==> src/rtl/hs_npu_job_dispatcher.sv <==
// NPU job front-end: descriptor FIFO, dimension check, valid/ready issue to the
// memory ordering unit, completion wait with optional watchdog, exit code + IRQ.
module hs_npu_job_dispatcher #(
  parameter int unsigned DEPTH     = 4,
  parameter int unsigned DIM_W     = 32,
  parameter int unsigned ADDR_W    = 32,
  parameter int unsigned MAX_DIM   = 1024,
  parameter int unsigned TIMEOUT_W = 16
) (
  input  logic                    clk,
  input  logic                    rst,
  input  logic                    push_i,
  input  logic [DIM_W-1:0]        in_rows_i,
  input  logic [DIM_W-1:0]        in_cols_i,
  input  logic [DIM_W-1:0]        w_rows_i,
  input  logic [DIM_W-1:0]        w_cols_i,
  input  logic [ADDR_W-1:0]       base_addr_i,
  input  logic [ADDR_W-1:0]       result_addr_i,
  input  logic [5:0]              flags_i,
  input  logic [4:0]              shift_i,
  input  logic [TIMEOUT_W-1:0]    timeout_i,
  input  logic                    irq_clr_i,
  output logic [$clog2(DEPTH):0]  count_o,
  output logic                    full_o,
  output logic                    overflow_o,
  output logic                    mou_valid_o,
  input  logic                    mou_ready_i,
  input  logic                    finished_i,
  output logic [DIM_W-1:0]        job_in_rows_o,
  output logic [DIM_W-1:0]        job_in_cols_o,
  output logic [DIM_W-1:0]        job_w_rows_o,
  output logic [DIM_W-1:0]        job_w_cols_o,
  output logic [ADDR_W-1:0]       job_base_addr_o,
  output logic [ADDR_W-1:0]       job_result_addr_o,
  output logic [5:0]              job_flags_o,
  output logic [4:0]              job_shift_o,
  output logic [TIMEOUT_W-1:0]    job_timeout_o,
  output logic                    busy_o,
  output logic                    exit_valid_o,
  output logic [2:0]              exit_code_o,
  output logic                    irq_o,
  output logic [15:0]             jobs_done_o
);

  localparam int unsigned PtrW = $clog2(DEPTH);

  localparam logic [2:0] CodeNone     = 3'd0;
  localparam logic [2:0] CodeOk       = 3'd1;
  localparam logic [2:0] CodeMismatch = 3'd2;
  localparam logic [2:0] CodeZero     = 3'd3;
  localparam logic [2:0] CodeTimeout  = 3'd4;
  localparam logic [2:0] CodeTooLarge = 3'd5;

  typedef struct packed {
    logic [DIM_W-1:0]     in_rows;
    logic [DIM_W-1:0]     in_cols;
    logic [DIM_W-1:0]     w_rows;
    logic [DIM_W-1:0]     w_cols;
    logic [ADDR_W-1:0]    base_addr;
    logic [ADDR_W-1:0]    result_addr;
    logic [5:0]           flags;
    logic [4:0]           shift;
    logic [TIMEOUT_W-1:0] timeout;
  } desc_t;

  typedef enum logic [2:0] {StIdle, StCheck, StIssue, StRun, StDone} state_e;

  state_e              state_q;
  desc_t               mem_q [DEPTH];
  desc_t               push_desc;
  desc_t               job_q;
  logic [PtrW-1:0]     wr_ptr_q, rd_ptr_q;
  logic [PtrW:0]       count_q;
  logic                overflow_q;
  logic                full;
  logic                pop;
  logic                push_ok;
  logic                mou_valid_q;
  logic                exit_valid_q;
  logic [2:0]          exit_code_q;
  logic                irq_q;
  logic [15:0]         jobs_done_q;
  logic [TIMEOUT_W-1:0] wd_q;
  logic [2:0]          chk_code;
  logic [2:0]          done_code;
  logic [DIM_W-1:0]    max_dim;

  assign max_dim = DIM_W'(MAX_DIM);

  assign push_desc = '{in_rows: in_rows_i, in_cols: in_cols_i, w_rows: w_rows_i,
                       w_cols: w_cols_i, base_addr: base_addr_i,
                       result_addr: result_addr_i, flags: flags_i, shift: shift_i,
                       timeout: timeout_i};

  assign full    = (count_q == (PtrW+1)'(DEPTH));
  assign pop     = (state_q == StIdle) && (count_q != '0);
  // A push into a full queue still fits when the head leaves in the same cycle.
  assign push_ok = push_i && (!full || pop);

  // Descriptor storage; pointers handle the flush, so no reset is needed here.
  always_ff @(posedge clk) begin
    if (push_ok) mem_q[wr_ptr_q] <= push_desc;
  end

  // FIFO pointers, occupancy and sticky overflow.
  always_ff @(posedge clk) begin
    if (rst) begin
      wr_ptr_q   <= '0;
      rd_ptr_q   <= '0;
      count_q    <= '0;
      overflow_q <= 1'b0;
    end else begin
      if (push_ok) wr_ptr_q <= wr_ptr_q + 1'b1;
      if (pop)     rd_ptr_q <= rd_ptr_q + 1'b1;
      count_q <= count_q + (PtrW+1)'(push_ok) - (PtrW+1)'(pop);
      if (push_i && full && !pop) overflow_q <= 1'b1;
      else if (irq_clr_i)         overflow_q <= 1'b0;
    end
  end

  // Dimension checks in priority order: zero, too large, inner mismatch.
  always_comb begin
    chk_code = CodeNone;
    if (job_q.in_rows == '0 || job_q.in_cols == '0 ||
        job_q.w_rows == '0 || job_q.w_cols == '0) begin
      chk_code = CodeZero;
    end else if (job_q.in_rows > max_dim || job_q.in_cols > max_dim ||
                 job_q.w_rows > max_dim || job_q.w_cols > max_dim) begin
      chk_code = CodeTooLarge;
    end else if (job_q.in_cols != job_q.w_rows) begin
      chk_code = CodeMismatch;
    end
  end

  // Exit code to report on the next edge; non-zero means the job ends now.
  always_comb begin
    done_code = CodeNone;
    case (state_q)
      StCheck: done_code = chk_code;
      StRun: begin
        if (finished_i) begin
          done_code = CodeOk;
        end else if (job_q.timeout != '0 &&
                     wd_q == job_q.timeout - TIMEOUT_W'(1)) begin
          done_code = CodeTimeout;
        end
      end
      default: done_code = CodeNone;
    endcase
  end

  // Job sequencing FSM with registered handshake and exit outputs.
  always_ff @(posedge clk) begin
    if (rst) begin
      state_q      <= StIdle;
      job_q        <= '0;
      mou_valid_q  <= 1'b0;
      exit_valid_q <= 1'b0;
      exit_code_q  <= CodeNone;
      irq_q        <= 1'b0;
      jobs_done_q  <= '0;
      wd_q         <= '0;
    end else begin
      exit_valid_q <= 1'b0;
      if (irq_clr_i) irq_q <= 1'b0;
      case (state_q)
        StIdle: begin
          if (pop) begin
            job_q   <= mem_q[rd_ptr_q];
            state_q <= StCheck;
          end
        end
        StCheck: begin
          if (chk_code == CodeNone) begin
            mou_valid_q <= 1'b1;
            state_q     <= StIssue;
          end
        end
        StIssue: begin
          if (mou_ready_i) begin
            mou_valid_q <= 1'b0;
            wd_q        <= '0;
            state_q     <= StRun;
          end
        end
        StRun: begin
          wd_q <= wd_q + 1'b1;
        end
        StDone: begin
          // Completion set takes priority over a coincident clear.
          irq_q   <= 1'b1;
          state_q <= StIdle;
        end
        default: state_q <= StIdle;
      endcase
      if (done_code != CodeNone) begin
        state_q      <= StDone;
        exit_valid_q <= 1'b1;
        exit_code_q  <= done_code;
        irq_q        <= 1'b1;
        jobs_done_q  <= jobs_done_q + 16'd1;
      end
    end
  end

  assign count_o           = count_q;
  assign full_o            = full;
  assign overflow_o        = overflow_q;
  assign mou_valid_o       = mou_valid_q;
  assign busy_o            = (state_q != StIdle);
  assign exit_valid_o      = exit_valid_q;
  assign exit_code_o       = exit_code_q;
  assign irq_o             = irq_q;
  assign jobs_done_o       = jobs_done_q;
  assign job_in_rows_o     = job_q.in_rows;
  assign job_in_cols_o     = job_q.in_cols;
  assign job_w_rows_o      = job_q.w_rows;
  assign job_w_cols_o      = job_q.w_cols;
  assign job_base_addr_o   = job_q.base_addr;
  assign job_result_addr_o = job_q.result_addr;
  assign job_flags_o       = job_q.flags;
  assign job_shift_o       = job_q.shift;
  assign job_timeout_o     = job_q.timeout;

endmodule

==> config.mk <==
export PLATFORM = sky130hd
export DESIGN_NAME = hs_npu_job_dispatcher
export DESIGN_NICKNAME = d
export VERILOG_FILES = /design/src/rtl/hs_npu_job_dispatcher.sv
export SDC_FILE = /design/constraint.sdc
export NUM_CORES = 1
export LEC_CHECK = 0
export ABC_AREA = 1
export BUFFER_PORTS_ARGS = -buffer_cell sky130_fd_sc_hd__clkbuf_2
export CAP_MARGIN = 15
export CORE_AREA = 2 2 300 302
export CTS_CLUSTER_SIZE = 10
export DETAILED_ROUTE_END_ITERATION = 7
export DIE_AREA = 0 0 302 304
export HOLD_SLACK_MARGIN = 0.03
export PLACE_DENSITY = 0.72
export RECOVER_POWER = 100
export SLEW_MARGIN = 20
export SYNTH_ARGS = -nofsm -noshare
export SYNTH_HDL_FRONTEND = slang
export SYNTH_SLANG_ARGS = --single-unit
==> constraint.sdc <==
create_clock -name clk -period 14.8 [get_ports clk]
set_clock_uncertainty 0.05 [all_clocks]
set_input_delay 1.48 -clock clk [delete_from_list [all_inputs] [get_ports clk]]
set_output_delay 1.48 -clock clk [all_outputs]
set_load 0.005 [all_outputs]
# Word level (Yosys, flattened, before mapping)
# Memories as Yosys holds them, arrays and structs flattened. A register that Yosys moved wholly into a read port is not among the register bits.
# Cells that the tools add are included.
# Widths: inputs -> output; s select.
dict set report op_classes {
  add_sub_neg 7
  order_cmp 4
  eq_ne 14
  n_mux 23
  bitwise 1
  reduce_logical 34
}
# cell n
set ops {}
lappend ops {{$gt 32x11->1 const B} 4}
lappend ops {{$logic_not 32->1} 4}
lappend ops {{$add 16x1->16 const B} 2}
lappend ops {{$ne 32x32->1} 1}
lappend ops {{$pmux 16 s2} 1}
lappend ops {{$mux 3} 8}
lappend ops {{$eq 16x16->1} 1}
lappend ops {{$mux 16} 1}
lappend ops {{$reduce_bool 16->1} 1}
lappend ops {{$sub 16x1->16 const B} 1}
lappend ops {{$pmux 3 s4} 1}
lappend ops {{$reduce_bool 3->1} 4}
lappend ops {{$mux 1} 9}
lappend ops {{$ne 2x2->1 const B} 4}
lappend ops {{$reduce_and 4->1} 2}
lappend ops {{$logic_or 1x1->1} 7}
lappend ops {{$eq 3x2->1 const B} 2}
lappend ops {{$eq 3x3->1 const B} 2}
lappend ops {{$logic_not 3->1} 2}
lappend ops {{$ne 3x3->1 const B} 2}
lappend ops {{$pmux 3 s2} 1}
lappend ops {{$reduce_bool 2->1} 3}
lappend ops {{$logic_and 1x1->1} 5}
lappend ops {{$add 2x1->2 const B} 2}
lappend ops {{11 further kinds} 13}
dict set report word_totals {
  regBits 49
  ramBits 876
  input_bits 225
  output_inout_bits 247
  wordCells 96
  memories 1
}
# memory depth width read_ports rd_ports_with_merged_regs wr line_no
set mem_list {}
lappend mem_list {mem_q 4 219 1 1 1 69} ;# desc_t mem_q [DEPTH];

# Depth between registers and ports, before layout
dict set report depth {
  word_depth 10
  mapped_depth 16
}

# Worst setup path after synthesis
# No wires, ideal clock.
dict set report synth_timing {
  path_kind {input-to-reg}
  from {in push_i}
  to {mem mem_q[0][0] (netlist name) (enable)}
  setup_time_ps 803
  arrival_time_ps 10741
  required_ps 13947
  setup_slack_ps 3205
  stages 2
  path_buffers 0
  cell_sequence {nand2_1 > nor2_1}
}
dict set report synth_between {
  elab_chain_cells 3
}
# item line_no
set synth_rtl {}
lappend synth_rtl {{from (decl)} 12} ;# input logic push_i,
lappend synth_rtl {{$logic_and 1x1->1} 98} ;# assign push_ok = push_i && (!full || pop);
lappend synth_rtl {{$mux 1} 102} ;# if (push_ok) mem_q[wr_ptr_q] <= push_desc;
lappend synth_rtl {{$mux 1 (not written as such)} 102}
lappend synth_rtl {{to (decl)} 69}
# Every way passes these cells.

# Worst setup path in the final report
dict set report layout_timing {
  from {reg state_q[2]}
  to {mem mem_q[0][89] (netlist name) (enable)}
}
dict set report layout_between {
  elab_chain_cells 6
}
# item line_no
set layout_rtl {}
lappend layout_rtl {{from (decl)} 68} ;# state_e state_q;
lappend layout_rtl {{from (signal assigned)} 155} ;# state_q <= StIdle;
lappend layout_rtl {{from (signal assigned)} 170} ;# state_q <= StCheck;
lappend layout_rtl {{from (signal assigned)} 176} ;# state_q <= StIssue;
lappend layout_rtl {{$logic_not 3->1} 96} ;# assign pop = (state_q == StIdle) && (count_q != '0);
lappend layout_rtl {{$logic_and 1x1->1} 96}
lappend layout_rtl {{$logic_or 1x1->1} 98}
lappend layout_rtl {{$logic_and 1x1->1} 98}
lappend layout_rtl {{$mux 1} 102}
lappend layout_rtl {{$mux 1 (not written as such)} 102}
# Every way passes these cells.

==> metrics.md <==
| Metric | Value |
|---|---|
| Outcome | `finished, violations left` |
| Failing checks | `capacitance limit, slew limit` |
| H-tree depth | `4` |
| Hold buffer count at CTS | `0` |
| Placed inst area | `around 47,000 µm²` |
| Post-synthesis adder-cell area fraction | `less than 1%` |
| Tmin final | `approximately 8600 ps` |
| Sequential cell area fraction in the yosys report | `slightly above 70%` |
| Synthesized Nets | `a little over 4,000` |
| CTS tree | `built` |
| CTS resizes | `0` |
| Antenna-violating nets left | `0` |
| Worst-Skew Late Latency | `about 730 ps` |
| Top cell type's share of synthesized area | `approximately 60%` |
| Total CTS buffers | `~140` |
| Die width | `302 µm` |
| Maximum vdd drop | `296 µV` |
| DRC Markers | `0` |
| Arr. time, crit path | `8740 ps` |
| Max_slew headroom | `-192%` |
| Fin crit share | `between 50 and 60%` |
| Largest net degree at the start of global routing | `approximately 220` |
| Post-Syn Instances | `3,820` |
| Initial antenna violation count | `38` |
| Count leader, synth | `nor2_1` |
| Max Freq | `between 100 and 150 MHz` |
| RSZ-0062 raised after global routing | `false` |
| Core area | `89,000 µm²` |
| Design area | `roughly 50,000 µm²` |
| Max cap viols | `15` |
| Clock sink count | `~1,100` |
| GPL Wtd Cong | `roughly 0.84` |
| Total grt overflow | `0` |
| Final Net Count | `about 4,500` |
| DP HPWL | `about 63,000 µm` |
| Final setup vio count | `0` |
| Port-buffer cells | `around 470` |
| CTS max path bufs | `3` |
| Final Hold Fails | `0` |
| Synth top cells by count | `1,029 x nor2_1, 876 x edfxtp_1, 665 x o21ai_0` |
| Post-synthesis compound-gate area fraction | `a little under an eighth` |
| Area Growth Syn to Fin | `15.4%` |
| Iteration-0 DRC Markers | `2,547` |
| First-pass GRT wire length | `~170,000 µm` |
| Initial core utilization | `approximately 49%` |
| Worst Max-Slew Pin Slew | `between 4000 and 5000 ps` |
| Ys flop type | `edfxtp_1` |
| Worst-path clk slew | `~50 ps` |
| Vias in the first global route | `~28,000` |
| Final wirelength | `~110,000 µm` |
| Synth Cell Area | `around 44,000 µm²` |
| Largest family of logic cells by synthesized area | `simple AND/OR/NAND/NOR gates` |
| Syn Area/Cell | `11.5 µm²` |
| TritonRoute pass-1 iters | `5` |
| Tot GR Track Use | `a little under a quarter` |
| Setup CP Type | `flip-flop to flip-flop` |
| Post-synthesis mux area share | `0%` |
| Fin Setup TNS | `0 ps` |
| Final Max Tran Viols | `809` |
| Top cells by area, synth | `edfxtp_1 60%, dfxtp_1 12%, nor2_1 8.8%, o21ai_0 7.6%, a31oi_1 3.1%` |
| Worst setup SP type | `flip-flop` |
| Via Count | `between 30,000 and 40,000` |
| XOR/XNOR Fraction of Synth Area | `~1.1%` |
| Post-synth EDFFs | `just under 900` |
| Cell Pwr Density | `between 150 and 200 nW/µm²` |
| Layout cells sized above 1 | `under 10%` |
| Yosys Warn Count | `0` |
| CP max FO | `65` |
| Root buffer cell | `clkbuf_16` |
| Leak pwr | `17.4 nW` |
| IO Pins | `approximately 470` |
| Vias per cell | `5.44` |
| CP required | `roughly 15,000 ps` |
| Worst setup EP type | `flip-flop` |
| Leading area contributor after synthesis | `edfxtp_1` |
| Post-synth cell types | `46` |
| Die Y | `304 µm` |
| Async S/R FF share, synth | `0%` |
| Wire per inst | `~20 µm` |
| FF+latch count, synth | `about 1,100` |
| Die Footprint | `approximately 92,000 µm²` |
| Rows | `110` |
| HP Class | `flip-flop to flip-flop` |
| Post-CTS Setup Inserts | `0` |
| Simple-Gate Fraction of Synth Area | `about an eighth` |
==> area by class of cell <==
cell class | count | area [µm²]
Inverter | 101 | 403
Clock buffer | 228 | 3830
Fill cell | 7289 | 38300
Clock inverter | 13 | 191
Tap cell | 1176 | 1470
Sequential cell | 1144 | 31700
Multi-Input combinational cell | 2349 | 11000
Antenna cell | 18 | 45.0
Timing Repair Buffer | 500 | 2130
==> placed cells by master (no fill, tap or decap), types with 2 or more instances in the layout <==
cell,netlist,layout
nand3_2,13,13
nor3_1,8,8
a21oi_2,9,4
clkinv_8,0,4
dfxtp_1,268,266
clkbuf_1,207,444
a221oi_1,2,2
buf_1,13,5
nand4_1,8,8
bufinv_16,0,2
nand2_2,7,7
clkbuf_2,0,120
buf_4,1,15
inv_6,0,4
o21ai_1,6,3
diode_2,0,18
a211oi_1,6,6
inv_2,6,6
nor3b_1,2,2
ha_1,9,9
buf_12,1,3
nand2_1,205,205
clkbuf_8,0,2
nand3_1,49,50
inv_8,0,3
xnor2_1,31,31
nor4_1,3,3
nor2_4,5,6
clkbuf_16,0,139
a31oi_1,220,220
inv_1,92,91
nor2_2,11,9
edfxtp_1,876,876
xor2_1,22,22
nor2_1,1029,1030
a21oi_1,26,31
dfxtp_4,0,2
o21ai_0,665,668
==> registers in the layout, summed over array words and instances, names as in the netlist, 16 cells and up <==
signal / count
job_w_cols_o: 32
mem_q: 876
wd_q: 16
job_w_rows_o: 32
job_in_cols_o: 32
jobs_done_o: 16
job_timeout_o: 16
job_result_addr_o: 32
job_base_addr_o: 32
job_in_rows_o: 32
==> critical path: stages (launching register included) <==
cell	delay [ps]
dfxtp_1	340
nor2_1	270
nand2_1	170
nand2_1	100
nand2_1	250
nor2_1	790
clkbuf_1	3110
clkbuf_1	2900
==> routing by layer <==
metal  share of wire, %  wire [µm]  track usage [%]  up-vias
met1                 41      45100             31.1    14400
li1                   -          -                -    14300
met4                2.6       2910             8.97       42
met5               0.28        309                0        -
met3                8.5       9350             6.54      217
met2                 48      53000             37.5     1039
==> where the power goes <==
| part | leakage (nW) | switching [W] | internal (W) |
|---|---|---|---|
| sequential | 10.3 | 0.000365 | 0.00393 |
| clock | 1.92 | 0.00123 | 0.00179 |
| combinational | 5.26 | 0.00177 | 0.000771 |
| total | 17.4 | 0.00336 | 0.00650 |
==> cell families after synthesis <==
group,Yosys count
compound gates,940
xor+xnor,53
fa+ha+maj,10
buf+inv,327
flops,1144
simple gates,1346
==> through the flow <==
step / setup slack [ps] / utilization, % / instances / hold slack [ps] / total power [W]
after floorplan: 3210 / - / 3820 / 402 / 0.00604
after global placement: 9710 / 53.0 / 5270 / 403 / 0.00687
after detailed placement: 9680 / 53.0 / 5270 / 421 / 0.00694
after CTS: 10380 / 57.6 / 5511 / 429 / 0.00997
after global routing: 5550 / 57.0 / 5526 / 440 / 0.0104
final: 6230 / 57.0 / 5529 / 424 / 0.00986
==> worst paths after layout <==
| path | from | endpoint | slack (ps) | cells past startpoint |
|---|---|---|---|---|
| max | state_q[2]$_SDFFE_PP0P_ | mem_q[0][89]$_DFFE_PP_ | 6230 | 7 |
| min | overflow_o$_SDFFE_PP0P_ | overflow_o$_SDFFE_PP0P_ | 420 | 2 |
| max reg2reg | state_q[2]$_SDFFE_PP0P_ | mem_q[0][89]$_DFFE_PP_ | 6230 | 7 |
| min reg2reg | overflow_o$_SDFFE_PP0P_ | overflow_o$_SDFFE_PP0P_ | 420 | 2 |
No activity file was read; power rests on OpenSTA's default activity.
